[config.mk]
export PLATFORM = sky130hd
export DESIGN_NAME = fetch_sequencer
export DESIGN_NICKNAME = d
export VERILOG_FILES = /design/src/rtl/fetch_pkg.sv /design/src/rtl/fetch_out_reg.sv /design/src/rtl/fetch_sequencer.sv
export SDC_FILE = /design/constraint.sdc
export NUM_CORES = 1
export LEC_CHECK = 0
export ABC_AREA = 0
export CAP_MARGIN = 40
export CORE_MARGIN = 5
export CORE_UTILIZATION = 39
export CTS_CLUSTER_DIAMETER = 120
export CTS_CLUSTER_SIZE = 12
export DETAILED_ROUTE_END_ITERATION = 8
export PLACE_DENSITY = 0.85
export REMOVE_ABC_BUFFERS = 1
export SYNTH_ARGS = -nofsm -noshare
export SYNTH_HDL_FRONTEND = slang
export SYNTH_SLANG_ARGS = --single-unit
[constraint.sdc]
create_clock -name clk -period 2 [get_ports clk]
set_clock_uncertainty 0.15 [all_clocks]
set_input_delay 0.4 -clock clk [delete_from_list [all_inputs] [get_ports clk]]
set_output_delay 0.4 -clock clk [all_outputs]
set_load 0.01 [all_outputs]
[src/rtl/fetch_pkg.sv]
// Shared types and constants for the instruction fetch front end and decode.
package fetch_pkg;

  typedef enum logic [1:0] {
    StIdle,
    StRun,
    StHalt,
    StFault
  } fetch_state_e;

  // beq x0,x0,#0: the program's terminating self-loop.
  localparam logic [31:0] HALT_INSN = 32'h00000063;

  localparam logic [6:0] OP_BRANCH = 7'b1100011;
  localparam logic [6:0] OP_LOAD   = 7'b0000011;
  localparam logic [6:0] OP_STORE  = 7'b0100011;
  localparam logic [6:0] OP_OP     = 7'b0110011;
  localparam logic [6:0] OP_IMM    = 7'b0010011;

  function automatic logic [6:0] insn_opcode(logic [31:0] insn);
    return insn[6:0];
  endfunction

endpackage

[src/rtl/fetch_out_reg.sv]
// Valid/ready holding register between fetch and decode; flush overrides load.
module fetch_out_reg #(
  parameter int unsigned PC_W = 8
) (
  input  logic            clk_i,
  input  logic            rst_i,
  input  logic            load_i,
  input  logic            flush_i,
  input  logic [31:0]     instr_i,
  input  logic [PC_W-1:0] pc_i,
  output logic            valid_o,
  output logic [31:0]     instr_o,
  output logic [PC_W-1:0] pc_o
);

  logic            valid_q, valid_d;
  logic [31:0]     instr_q, instr_d;
  logic [PC_W-1:0] pc_q, pc_d;

  always_comb begin
    valid_d = valid_q;
    instr_d = instr_q;
    pc_d    = pc_q;
    if (flush_i) begin
      valid_d = 1'b0;
    end else if (load_i) begin
      valid_d = 1'b1;
      instr_d = instr_i;
      pc_d    = pc_i;
    end
  end

  always_ff @(posedge clk_i) begin
    if (rst_i) begin
      valid_q <= 1'b0;
      instr_q <= '0;
      pc_q    <= '0;
    end else begin
      valid_q <= valid_d;
      instr_q <= instr_d;
      pc_q    <= pc_d;
    end
  end

  assign valid_o = valid_q;
  assign instr_o = instr_q;
  assign pc_o    = pc_q;

endmodule

[src/rtl/fetch_sequencer.sv]
// Owns the byte PC, fetches from a zero-latency instruction memory, applies
// execute redirects, detects the halt self-loop and counts issued instructions.
module fetch_sequencer #(
  parameter int unsigned       ADDR_W    = 6,
  parameter int unsigned       PC_W      = ADDR_W + 2,
  parameter logic [PC_W-1:0]   RESET_PC  = '0,
  parameter logic [31:0]       HALT_INSN = fetch_pkg::HALT_INSN,
  parameter int unsigned       CNT_W     = 16
) (
  input  logic              clk,
  input  logic              rst,
  input  logic              start,
  input  logic              redirect_valid,
  input  logic [PC_W-1:0]   redirect_pc,
  input  logic              id_ready,
  input  logic [31:0]       i_mem_data,
  output logic [ADDR_W-1:0] i_mem_addr,
  output logic              id_valid,
  output logic [31:0]       id_instr,
  output logic [PC_W-1:0]   id_pc,
  output logic [PC_W-1:0]   pc,
  output logic              halted,
  output logic              fault,
  output logic [CNT_W-1:0]  issued_cnt
);

  import fetch_pkg::*;

  fetch_state_e     state_q, state_d;
  logic [PC_W-1:0]  pc_q, pc_d;
  logic [CNT_W-1:0] cnt_q, cnt_d;
  logic             halted_q, halted_d;
  logic             fault_q, fault_d;
  logic             out_load, out_flush;
  logic             handshake;

  assign handshake = id_valid && id_ready;

  // Redirect beats halt detection, which beats fetch/stall.
  always_comb begin
    state_d   = state_q;
    pc_d      = pc_q;
    out_load  = 1'b0;
    out_flush = 1'b0;
    cnt_d     = cnt_q + CNT_W'(handshake);
    unique case (state_q)
      StIdle: begin
        if (start) state_d = StRun;
      end
      StRun: begin
        if (redirect_valid) begin
          out_flush = 1'b1;
          if (redirect_pc[1:0] != 2'b00) begin
            state_d = StFault;
          end else begin
            pc_d = redirect_pc;
          end
        end else if (handshake && (id_instr == HALT_INSN)) begin
          out_flush = 1'b1;
          state_d   = StHalt;
        end else if (!id_valid || id_ready) begin
          out_load = 1'b1;
          pc_d     = pc_q + PC_W'(4);
        end
      end
      StHalt, StFault: begin
        // Terminal until reset.
      end
      default: begin
        state_d = StIdle;
      end
    endcase
    halted_d = (state_d == StHalt);
    fault_d  = (state_d == StFault);
  end

  always_ff @(posedge clk) begin
    if (rst) begin
      state_q  <= StIdle;
      pc_q     <= RESET_PC;
      cnt_q    <= '0;
      halted_q <= 1'b0;
      fault_q  <= 1'b0;
    end else begin
      state_q  <= state_d;
      pc_q     <= pc_d;
      cnt_q    <= cnt_d;
      halted_q <= halted_d;
      fault_q  <= fault_d;
    end
  end

  fetch_out_reg #(
    .PC_W (PC_W)
  ) u_out_reg (
    .clk_i   (clk),
    .rst_i   (rst),
    .load_i  (out_load),
    .flush_i (out_flush),
    .instr_i (i_mem_data),
    .pc_i    (pc_q),
    .valid_o (id_valid),
    .instr_o (id_instr),
    .pc_o    (id_pc)
  );

  assign i_mem_addr = pc_q[PC_W-1:2];
  assign pc         = pc_q;
  assign halted     = halted_q;
  assign fault      = fault_q;
  assign issued_cnt = cnt_q;

endmodule

# Word level (Yosys, flattened, before mapping)
# Index checks and enable logic that the tools add are counted.
# classes
bitwise	1
n_addsub	2
reduce_logical	10
n_mux	16
n_eq_ne	6
# op_table
op	count
$eq 32x7->1 const B	1
$mux 8	4
$add 16x1->16	1
$add 8x3->8 const B	1
$mux 2	4
$mux 1	7
$eq 2x2->1 const B	2
$ne 2x2->1 const B	2
$pmux 2 s2	1
$reduce_and 4->1	1
$reduce_bool 2->1	2
$eq 2x1->1 const B	1
$logic_and 1x1->1	2
$logic_not 2->1	1
$reduce_and 2->1	1
$reduce_or 2->1	1
$logic_not 1->1	1
$logic_or 1x1->1	1
$not 1->1	1
# totals
register_bits	69
word_cells	43
in_bits	45

# Depth between registers and ports, before layout
# Gate-level depths: netlist of the first run.
# logic_depth
word_depth	7
ltp_mapped	8
depth_no_buf	8

# By module
# Synthesis of the first run repeated with hierarchy kept, for this count alone.
# hier_totals
cells_unflattened	351
area_unflattened_um2	3300.7
# by_module_without_submodules
module	cells_per_inst	n_inst	seq_area_each_um2	area_each_um2
fetch_out_reg	185	1	820.8	1865.5
fetch_sequencer	166	1	560.5	1435.1

# Least setup slack after synthesis of the first run
# Ideal clock, no wire load.
# synth_timing
path_type	reg-to-reg
from	register u_out_reg.valid_q (netlist: u_out_reg.valid_o)
to	register cnt_q[10] (netlist: issued_cnt[10])
synth_period_minus_slack_ps	1987
arrival_time_ps	1709
stages_incl_launch_ff	9
path_slack_ps	13
required_ps	1722
path_buffers	0
setup_ps	128
path_cell_list	dfxtp_1 -> and2_1 -> ha_1 -> ha_1 -> nand3_1 -> or3_1 -> nor2_1 -> xnor2_1 -> nor2_1
# synth_between
elab_chain_len	2
# synth_lines
item	line	rtl
start, declared	fetch_out_reg.sv:16	logic valid_q, valid_d;
start signal, assigned	fetch_out_reg.sv:39	valid_q <= valid_d;
$logic_and 1x1->1	fetch_sequencer.sv:37	assign handshake = id_valid && id_ready;
$add 16x1->16	fetch_sequencer.sv:45	cnt_d = cnt_q + CNT_W'(handshake);
end signal, assigned	fetch_sequencer.sv:87	cnt_q <= cnt_d;
end, declared	fetch_sequencer.sv:31	logic [CNT_W-1:0] cnt_q, cnt_d;
# No other way between the ends.
# A chain may end at the register's enable or synchronous reset.

# Worst setup path in the final report of the first run
# layout_timing
from	register u_out_reg.instr_q[28] (netlist: u_out_reg.instr_o[28])
to	register pc_q[5] (netlist: pc[5])
# layout_between
elab_chain_len	4
# layout_lines
item	line	rtl
start, declared	fetch_out_reg.sv:17	logic [31:0] instr_q, instr_d;
start signal, assigned	fetch_out_reg.sv:40	instr_q <= instr_d;
$eq 32x7->1	fetch_sequencer.sv:58	end else if (handshake && (id_instr == HALT_INSN)) begin
$logic_and 1x1->1	fetch_sequencer.sv:58	
$ne 2x2->1 (no line)	-	
$reduce_and 4->1 (no line)	-	
end signal, assigned	fetch_sequencer.sv:86	pc_q <= pc_d;
end, declared	fetch_sequencer.sv:30	logic [PC_W-1:0] pc_q, pc_d;
# No other way between the ends.

==> metrics.md, run 1 <==
| Metric | Value |
|---|---|
| Status | complete, no violations |
| RSZ-0062 raised after global routing | yes |
| All-Layer GR Usage | 17.3% |
| Antenna-violating nets left | 0 |
| Worst hold path type | input pin to flop |
| CP arrival | 2.07 ns |
| # IOs | 118 |
| CTS H-tree depth | 3 |
| Starting Density | 40.3% |
| Final cycle utilization of the critical path | 99.6% |
| Final Instance Area | 0.00496 sq mm |
| Final setup violation count | 0 |
| RD Place Congestion | 0.842 |
| Ys async rst share | 0% |
| Hold Path Depth | 2 |
| Remaining DRCs | 0 |
| Worst r2r src | u_out_reg.instr_o[28] |
| CP top delay family | simple AND/OR/NAND/NOR gates |
| Root buffer cell | clkbuf_8 |
| Sequential area share after synthesis | 46.8% |
| Slew margin rel. | 58.7% |
| Placed cell areas | 0.00433 sq mm |
| Post-DP HPWL | 6.16 mm |
| Post-Syn Instances | 348 |
| Power Dens Cells | 696 mW/mm^2 |
| Largest stage delay on the critical path | 0.34 ns |
| Hold-fix buffers, CTS | 0 |
| Post-synth EDFFs | 0 |
| R2R cell count | 7 |
| Critical path capture point type | flop |
| Least-Margin Pin Slew | 0.615 ns |
| Initial drt markers | 113 |
| Mapped cell area | 0.00295 sq mm |
| Area leader, netlist | dfxtp_1 |
| FF-to-FF setup slack | 0.007 ns |
| Slowest cell on the critical path | dfxtp_2 |
| Final WL | 9.13 mm |
| Hold endpoint | pc[4] |
| IO Port Bufs | 117 |
| HP Start | rst |
| CTS Buf Count | 9 |
| Share of layout cells above drive strength 1 | 24.4% |
| Die width | 97.0 um |
| Main flop type after synthesis | dfxtp_1 |
| Top cell type's share of synthesized area | 46.8% |
| Setup ws final | 0.00700 ns |
| YS warnings | 0 |
| Buf/Inv on CP | 2 |
| Startpoint class of the critical path | flop |
| Num rows | 31 |
| Via density | 5.08 |
| Min Tclk post-route | 1.99 ns |
| Worst-Skew Late Latency | 0.34 ns |
| Cell Chain, Critical Path | nor4b_4 -> nand3_2 -> buf_6 -> nor4_4 -> buf_6 -> nor4_1 -> a311o_1 |
| Overflow after GRT | 0 |
| Ant diodes | 0 |
| First-pass GRT wire length | 13.6 mm |
| Layout net count | 539 |
| Die area | 0.00941 sq mm |
| Antenna violations before repair | 0 |
| TritonCTS clock tree | done |
| Synth Area per Inst | 8.49 sq um |
| Clock transition at path regs | 0.08 ns |
| Fmax | 502 MHz |
| Fin. Hold Viols | 0 |
| Critical path class | flop to flop |
| Vias in the first global route | 2822 |
| WP data required | 2.08 ns |
| Seq cells post-synth | 69 |
| P&R area growth vs syn | 67.9% |
| Core area | 0.00733 sq mm |
| Drt wl/cell | 15.3 um |
| Pin count of the biggest net entering global routing | 44 |
| Max Cap Violations | 0 |
| R2r endpoint | pc[5] |
| Area contributors post-synth | dfxtp_1 (47%), nand2_1 (10%), a21oi_1 (6.6%) |
| Max VDD drop | 352 uV |
| Die Ht | 97.0 um |
| Total power | 3.45 mW |
| Vias | 3022 |
| Slew Limit Fails | 0 |
| Lkg Pwr | 1.77 nW |
| Netlist cell types | 41 |
| Clock sinks | 69 |
| CP max FO | 8 |
| First-pass detailed-route iteration total | 4 |
| Hold slack | 0.196 ns |
| CP most frequent cell | buf_6 |
| Place WS | -0.546 ns |
| CTS max path bufs | 2 |
| Total Neg Setup Slack | 0 ns |
report_power, final:
part	leakage (nW)	switching, mW	internal, mW	total (mW)
combinational	1.08	0.211	0.288	0.500
sequential	0.566	0.0514	1.42	1.47
clock	0.129	0.532	0.950	1.48
registers in the layout, summed over array words and instances, names as in the netlist:
name               cells
issued_cnt            16
u_out_reg.instr_o     32
pc                     8
u_out_reg.pc_o         8
state_q                2
halted                 1
u_out_reg.valid_o      1
fault                  1
cells in the final DEF (no fill, tap or decap), types with 14 or more instances in the layout:
cell	instances
nor2_1	21
clkdlybuf4s50_1	115
a21oi_2	14
a21oi_1	35
dfxtp_2	15
buf_4	27
nand2_1	80
dfxtp_1	54
stage by stage:
stage / instances / util, %
after global routing: 595 / 67.7
after CTS: 586 / 63.7
after detailed placement: 568 / 59.1
final: 595 / 67.7
after floorplan: 323 / -
after global placement: 568 / 59.1
how the worst max path moves through the flow:
stage                                     start               endpoint  slack [ns]  cells after the start
after floorplan            u_out_reg.instr_o[8]  u_out_reg.instr_o[28]       -0.97                      5
after global placement                 id_ready         issued_cnt[10]       -0.53                      9
after detailed placement               id_ready         issued_cnt[10]       -0.55                      9
after CTS                 u_out_reg.instr_o[29]                  pc[5]    0.000006                      7
after global routing      u_out_reg.instr_o[18]   u_out_reg.instr_o[4]       -0.06                      8
final                     u_out_reg.instr_o[28]                  pc[5]       0.007                      7
cell type report:
cell class                      count  area, sq um
Clock buffer                        9          124
Clock inverter                      7          138
Fill cell                         582         2370
Inverter                            5         18.8
Multi-Input combinational cell    249         1590
Sequential cell                    69         1400
Tap cell                           99          124
Timing Repair Buffer              157         1560
cell families (layout without fill, tap and decap cells):
group / after synthesis / count (layout) / synth area share, %
and+or+nand+nor: 165 / 165 / 27.5
adders and majority gates: 3 / 3 / 1.27
AOI/OAI and AO/OA: 65 / 65 / 13.9
DFF: 69 / 69 / 46.8
buffers and inverters: 30 / 178 / 5.76
xor gates and xnor gates: 14 / 14 / 4.15
muxes: 2 / 2 / 0.678
what timing repair did:
item | CTS | global route
gates cloned | 0 | 7
setup endpoints to repair | 40 | 53
pin swaps | 6 | 13
resized for setup | 15 | 46
buffers inserted | 2 | 3
per-layer routing:
layer | wire length (um) | global-route usage, % | up-vias
li1 | - | - | 1469
met1 | 3740 | 20.1 | 1440
met2 | 4760 | 30.1 | 100
met3 | 491 | 5.04 | 13
met4 | 131 | 6.26 | 0
met5 | 0 | 0 | -
Yosys cell counts, types with 6 or more instances:
cell type and count:
nand2_1 82, dfxtp_1 69, a21oi_1 39, nor2_1 22
nand3_1 11, a21oi_2 10, clkbuf_1 10, buf_4 7
nand2_2 7, nor4_1 7, xnor2_1 7, xor2_1 7
nor3_1 6
(Power assumes the default switching activity.)
==> run 2: changes to the inputs <==
Settings changed: CELL_PAD_IN_SITES_DETAIL_PLACEMENT set to 1, CELL_PAD_IN_SITES_GLOBAL_PLACEMENT set to 2, CORE_UTILIZATION 39 to 22, PLACE_DENSITY 0.85 to 0.86.
==> run 2 against run 1 <==
Effect of this change:
- wire length is 18% higher
- sequential share of layout area decreased by 1.2 points
- first-iteration DRC count is 9.7% lower
- fmax down 3.2%
- the flow now finishes with violations (negative setup slack)
- critical path type unchanged
- sequential power about the same
- critical endpoint unchanged
- cell count increased by 15%
- register-to-register slack got worse by 0.07 ns
- utilization down 29 points
- setup slack worse by 0.065 ns
==> metrics.md, run 2 (synthesis gave the netlist of run 1 again) <==
| Metric | Value |
|---|---|
| Status | finished, violations left |
| Violated checks | negative setup slack |
| Final cycle utilization of the critical path | 103% (+3.3 points) |
| Max reg flops | 32 (unchanged) |
| Starting Density | 22.4% (-18 points) |
| Placed cell areas | 0.00454 sq mm (+4.8%) |
| Final WL | 10.7 mm (+18%) |
| Register area | 0.00139 sq mm (-0.71%) |
| Num rows | 42 (+35%) |
| CTS H-tree depth | 3 (unchanged) |
| Placed insts | 658 (+16%) |
| First-pass GRT wire length | 17.4 mm (+27%) |
| Worst-Skew Late Latency | 0.34 ns (about the same) |
| Share of layout cells above drive strength 1 | 24.9% (+0.46 points) |
| CP arrival | 2.13 ns (+0.06 ns) |
| Worst hold path type | flop to flop |
| P&R area growth vs syn | 74.1% |
| Drt wl/cell | 15.7 um (+2.4%) |
| Least-Margin Pin Slew | 0.618 ns (+0.00295 ns) |
| Multi-input logic area | 0.00158 sq mm (-0.55%) |
| RSZ-0062 raised after global routing | yes |
| Final setup violation count | 5 (+5) |
| RD Place Congestion | 0.823 (-2.2%) |
| Via density | 4.44 (-13%) |
| FF-to-FF setup slack | -0.06 ns (-0.07 ns) |
| Slew Limit Fails | 0 (unchanged) |
| CTS Buf Count | 9 (unchanged) |
| Overflow after GRT | 0 (unchanged) |
| Most common cell after layout, fill and taps aside | clkdlybuf4s50_1 |
| TritonCTS clock tree | done |
| Max Cap Violations | 0 (unchanged) |
| Vias in the first global route | 3441 (+22%) |
| CTS max path bufs | 2 (unchanged) |
| Final Instance Area | 0.00514 sq mm (+3.7%) |
| # IOs | 118 (unchanged) |
| Min Tclk post-route | 2.06 ns (+0.0654 ns) |
| Startpoint class of the critical path | flop |
| Pin count of the biggest net entering global routing | 35 (-20%) |
| Core area | 0.0132 sq mm (+80%) |
| FILL cells | 1538 (+160%) |
| Lkg Pwr | 1.83 nW (+3.3%) |
| Power Dens Cells | 708 mW/mm^2 (+1.7%) |
| Die width | 126 um (+30%) |
| Slew margin rel. | 58.5% (-0.20 points) |
| Layout net count | 550 (+2.0%) |
| IO Port Bufs | 117 (unchanged) |
| Commonest non-fill, non-tap cells in the layout | clkdlybuf4s50_1 (115), nand2_1 (80), dfxtp_1 (62) |
| Die Ht | 126 um (+30%) |
| Clock sinks | 69 (unchanged) |
| Antenna violations before repair | 1 (+1) |
| Critical path class | flop to flop |
| Fin. Hold Viols | 0 (unchanged) |
| Antenna-violating nets left | 0 (unchanged) |
| Vias | 3038 (+0.53%) |
| Fmax | 486 MHz (-3.2%) |
| CP max FO | 5 (-3) |
| Die area | 0.0158 sq mm (+68%) |
| Critical path capture point type | flop |
| WP data required | 2.07 ns (about the same) |
| First-pass detailed-route iteration total | 4 (unchanged) |
| Root buffer cell | clkbuf_16 |
| Clock transition at path regs | 0.06 ns (-0.02 ns) |
| Remaining DRCs | 0 (unchanged) |
| Post-DP HPWL | 7.63 mm (+24%) |
| Max VDD drop | 353 uV (+0.45%) |
| Setup ws final | -0.0584 ns (-0.0654 ns) |
| All-Layer GR Usage | 13.6% (-3.7 points) |
| Initial drt markers | 102 (-9.7%) |
| Finished Layout Cells | 684 (+15%) |
-- run 2: cell count changes in the layout (fill, tap and decap cells not counted), moves of 7 or more --
cell | previous run | this run
clkbuf_8 | 9 | 0
dfxtp_1 | 54 | 62
buf_4 | 27 | 41
dfxtp_2 | 15 | 7
clkbuf_16 | 3 | 10
-- run 2: critical path, stage by stage, from the launching register on --
cell,delay [ns]
dfxtp_1,0.32
nor4_2,0.30
nand4_2,0.18
buf_6,0.17
nor4_4,0.28
buf_4,0.19
nor4_1,0.06
a311o_1,0.29
-- run 2: final timing paths --
path / to / start / cells past startpoint
worst max-delay path: pc[5] / u_out_reg.instr_o[12] / 7
worst min-delay path: u_out_reg.pc_o[1] / u_out_reg.pc_o[1] / 2
worst max register to register: pc[5] / u_out_reg.instr_o[12] / 7
worst min register to register: u_out_reg.pc_o[1] / u_out_reg.pc_o[1] / 2
-- run 2: timing repair --
| item | CTS | global route |
|---|---|---|
| endpoints found under the setup margin | 51 | 52 |
| pin swaps | 7 | 10 |
| resized for setup | 20 | 32 |
| buffers inserted | 4 | 3 |
| gates cloned | 1 | 2 |
| hold buffers | 0 | 0 |
-- run 2: final cells by class --
type	instances	share of cell area, %
multi-input combinational	249	30.8
timing repair buffer	168	31.5
tap	176	4.28
clock inverter	5	1.46
clock buffer	11	4.52
sequential	69	27.0
inverter	5	0.365
antenna	1	0.0486
-- run 2: stage by stage --
stage | util, % | hold WS [ns] | worst slack, ns | setup TNS, ns | power [mW]
global placement | 34.4 | 0.300 | -0.533 | -17.28 | 1.94
detailed placement | 34.4 | 0.308 | -0.619 | -19.46 | 1.95
global route | 39.0 | 0.330 | -0.152 | -3.41 | 3.80
CTS | 37.9 | 0.317 | -0.0845 | -0.589 | 3.67
floorplan | - | 0.312 | -0.971 | -35.94 | 1.63
finish | 39.0 | 0.312 | -0.0584 | -0.146 | 3.64
-- run 2: power by group --
part | internal (mW) | switching (mW) | leakage (nW)
Clock | 1.08 | 0.585 | 0.153
Combinational | 0.279 | 0.220 | 1.12
Sequential | 1.42 | 0.0500 | 0.563
Total | 2.79 | 0.855 | 1.83
-- run 2: per-layer routing --
| layer | GRT usage, % | vias to the layer above | wire length, um |
|---|---|---|---|
| met5 | 0 | - | 0 |
| met1 | 15.3 | 1450 | 4480 |
| met2 | 23.4 | 87 | 5330 |
| met4 | 4.54 | 0 | 214 |
| li1 | - | 1485 | - |
| met3 | 5.88 | 16 | 716 |
==> run 3: changes to the inputs <==
Settings changed: CORE_MARGIN 5 to unset, HOLD_SLACK_MARGIN set to 0.06, SKIP_CTS_REPAIR_TIMING set to 1.
==> run 3 against run 2 <==
Effect of this change:
- the run still ends with negative setup slack left
- clock power decreased by 11%
- fmax increased by 0.40%
- setup slack improved by 0.0082 ns
- wire length decreased by 9.8%
- first-iteration DRC count decreased by 28%
- flip-flop and latch count unchanged
- sequential share of layout area increased by 0.80 points
- sequential power about the same
- design area decreased by 3.1%
- hold slack got worse by 0.033 ns
- largest power group unchanged
==> metrics.md, run 3 (synthesis gave the netlist of run 1 again) <==
| Metric | Value |
|---|---|
| Core area | 0.0129 sq mm (-2.4%) |
| Max VDD drop | 619 uV (+75%) |
| Slowest cell on the critical path | nor4b_2 |
| All-Layer GR Usage | 13.9% (+0.21 points) |
| Vias | 2944 (-3.1%) |
| WP data required | 2.07 ns (about the same) |
| Die area | 0.0139 sq mm (-12%) |
| Critical path capture point type | flop |
| Layout net count | 542 (-1.5%) |
| Clock sinks | 69 (unchanged) |
| Min Tclk post-route | 2.05 ns (-0.00819 ns) |
| First-pass detailed-route iteration total | 4 (unchanged) |
| HP Start | rst |
| Least-Margin Pin Slew | 0.429 ns (-0.189 ns) |
| Status | finished, violations left |
| Power Dens Cells | 690 mW/mm^2 (-2.5%) |
| Launch point of the worst path | u_out_reg.instr_o[28] |
| Final WL | 9.69 mm (-9.8%) |
| RD Place Congestion | 0.779 (-5.3%) |
| Net Sw Frac | 24.3% (+0.85 points) |
| Initial drt markers | 73 (-28%) |
| Slew Limit Fails | 0 (unchanged) |
| Fin. Hold Viols | 0 (unchanged) |
| Lkg Pwr | 1.76 nW (-3.7%) |
| CTS H-tree depth | 3 (unchanged) |
| Cell Chain, Critical Path | nor4b_2 -> nand3_4 -> buf_6 -> nor4_2 -> buf_4 -> buf_6 -> nor4_1 -> a31o_2 |
| Share of layout cells above drive strength 1 | 21.4% (-3.4 points) |
| Slew margin rel. | 71.4% (+13 points) |
| Final cycle utilization of the critical path | 103% (-0.41 points) |
| # IOs | 118 (unchanged) |
| First-pass GRT wire length | 15.3 mm (-12%) |
| Violated checks | negative setup slack |
| Critical path class | flop to flop |
| Hold slack | 0.278 ns (-0.0333 ns) |
| Clock Power Share | 43.1% (-2.8 points) |
| Worst-Skew Late Latency | 0.33 ns (about the same) |
| Sw Pwr | 0.837 mW (-2.1%) |
| Overflow after GRT | 0 (unchanged) |
| Largest stage delay on the critical path | 0.42 ns (+0.10 ns) |
| CP max FO | 7 (+2) |
| RSZ-0062 raised after global routing | yes |
| Register share of total power | 42.8% (+2.4 points) |
| CTS Buf Count | 9 (unchanged) |
| Starting Density | 22.9% (+0.55 points) |
| Drt wl/cell | 14.4 um (-8.1%) |
| Antenna-violating nets left | 0 (unchanged) |
| Ant diodes | 0 (-1) |
| TritonCTS clock tree | done |
| Clock transition at path regs | 0.05 ns (about the same) |
| Setup ws final | -0.0502 ns (+0.00819 ns) |
| P&R area growth vs syn | 68.7% |
| CTS max path bufs | 2 (unchanged) |
| Vias in the first global route | 2997 (-13%) |
| Internal | 2.60 mW (-6.6%) |
| Worst hold path type | input pin to flop |
| Final setup violation count | 4 (-1) |
| Startpoint class of the critical path | flop |
| Remaining DRCs | 0 (unchanged) |
| Worst r2r src | u_out_reg.instr_o[28] |
| Max reg flops | 32 (unchanged) |
| Fmax | 488 MHz (+0.40%) |
| Die width | 118 um (-6.4%) |
| Pin count of the biggest net entering global routing | 37 (+5.7%) |
| CP arrival | 2.12 ns (about the same) |
| Die Ht | 118 um (-6.4%) |
| Post-DP HPWL | 7.03 mm (-7.8%) |
| Most common cell after layout, fill and taps aside | clkdlybuf4s50_1 |
| Num rows | 41 (-2.4%) |
| Via density | 4.39 (-1.2%) |
| Antenna violations before repair | 0 (-1) |
| Max Cap Violations | 0 (unchanged) |
| Logic gate share of total power | 14.2% (+0.5 points) |
| Root buffer cell | clkbuf_16 |
| Commonest non-fill, non-tap cells in the layout | clkdlybuf4s50_1 (115), nand2_1 (81), dfxtp_1 (65) |
| Total Neg Setup Slack | -0.116 ns (+0.0296 ns) |
| CP most frequent cell | buf_6 |
| IO Port Bufs | 117 (unchanged) |
run 3: changes by cell type in the layout (fill, tap and decap cells not counted), moves of 3 or more:
| cell | delta |
|---|---|
| a21oi_1 | +8 |
| a21oi_2 | -8 |
| buf_4 | -6 |
| dfxtp_1 | +3 |
| dfxtp_2 | -3 |
| nor4b_2 | +3 |
run 3: cell type report:
| cell class | instances | area, sq um |
|---|---|---|
| well taps | 172 | 215 |
| flip-flops and latches | 69 | 1390 |
| multi-input cells | 249 | 1520 |
| clock buffers | 12 | 256 |
| clock inverters | 4 | 22.5 |
| fillers | 1507 | 7890 |
| inverters | 5 | 18.8 |
| repair buffers | 160 | 1560 |
run 3: critical path: cells and delay by family (launching register included):
family,cells,cell delay (ns)
simple gates,4,0.81
buf+inv,3,0.44
flops,1,0.31
compound gates,1,0.22
run 3: per-layer routing:
metal / vias up / track usage [%] / routed length [um]
li1: 1465 / - / -
met5: - / 0 / 0
met2: 64 / 23.7 / 4900
met1: 1406 / 16.4 / 4280
met4: 0 / 3.37 / 77
met3: 9 / 4.89 / 437
run 3: path summary, 6_finish.rpt:
path / to / slack [ns] / cells after the start
worst max-delay path: pc[2] / -0.05 / 8
worst min register to register: u_out_reg.pc_o[6] / 0.31 / 2
worst max register to register: pc[2] / -0.05 / 8
worst min-delay path: halted / 0.28 / 2
run 3: stage by stage:
step           worst slack (ns)  utilization [%]  power (mW)  cells  area, sq um
2_1_floorplan            -0.971                -        1.63    323         2800
3_3_place_gp             -0.571             35.0        1.94    650         4500
3_5_place_dp             -0.603             35.0        1.95    650         4500
4_1_cts                  -0.321             37.1        3.47    666         4780
5_1_grt                  -0.132             38.7        3.60    671         4980
6_report                -0.0502             38.7        3.44    671         4980
run 3: power groups by stage:
stage	clock, mW	combinational [mW]	sequential [mW]
finish	1.48	0.488	1.47
global route	1.59	0.531	1.48
CTS	1.54	0.462	1.46
detailed placement	0	0.459	1.49
global placement	0	0.451	1.49
floorplan	0	0.120	1.51
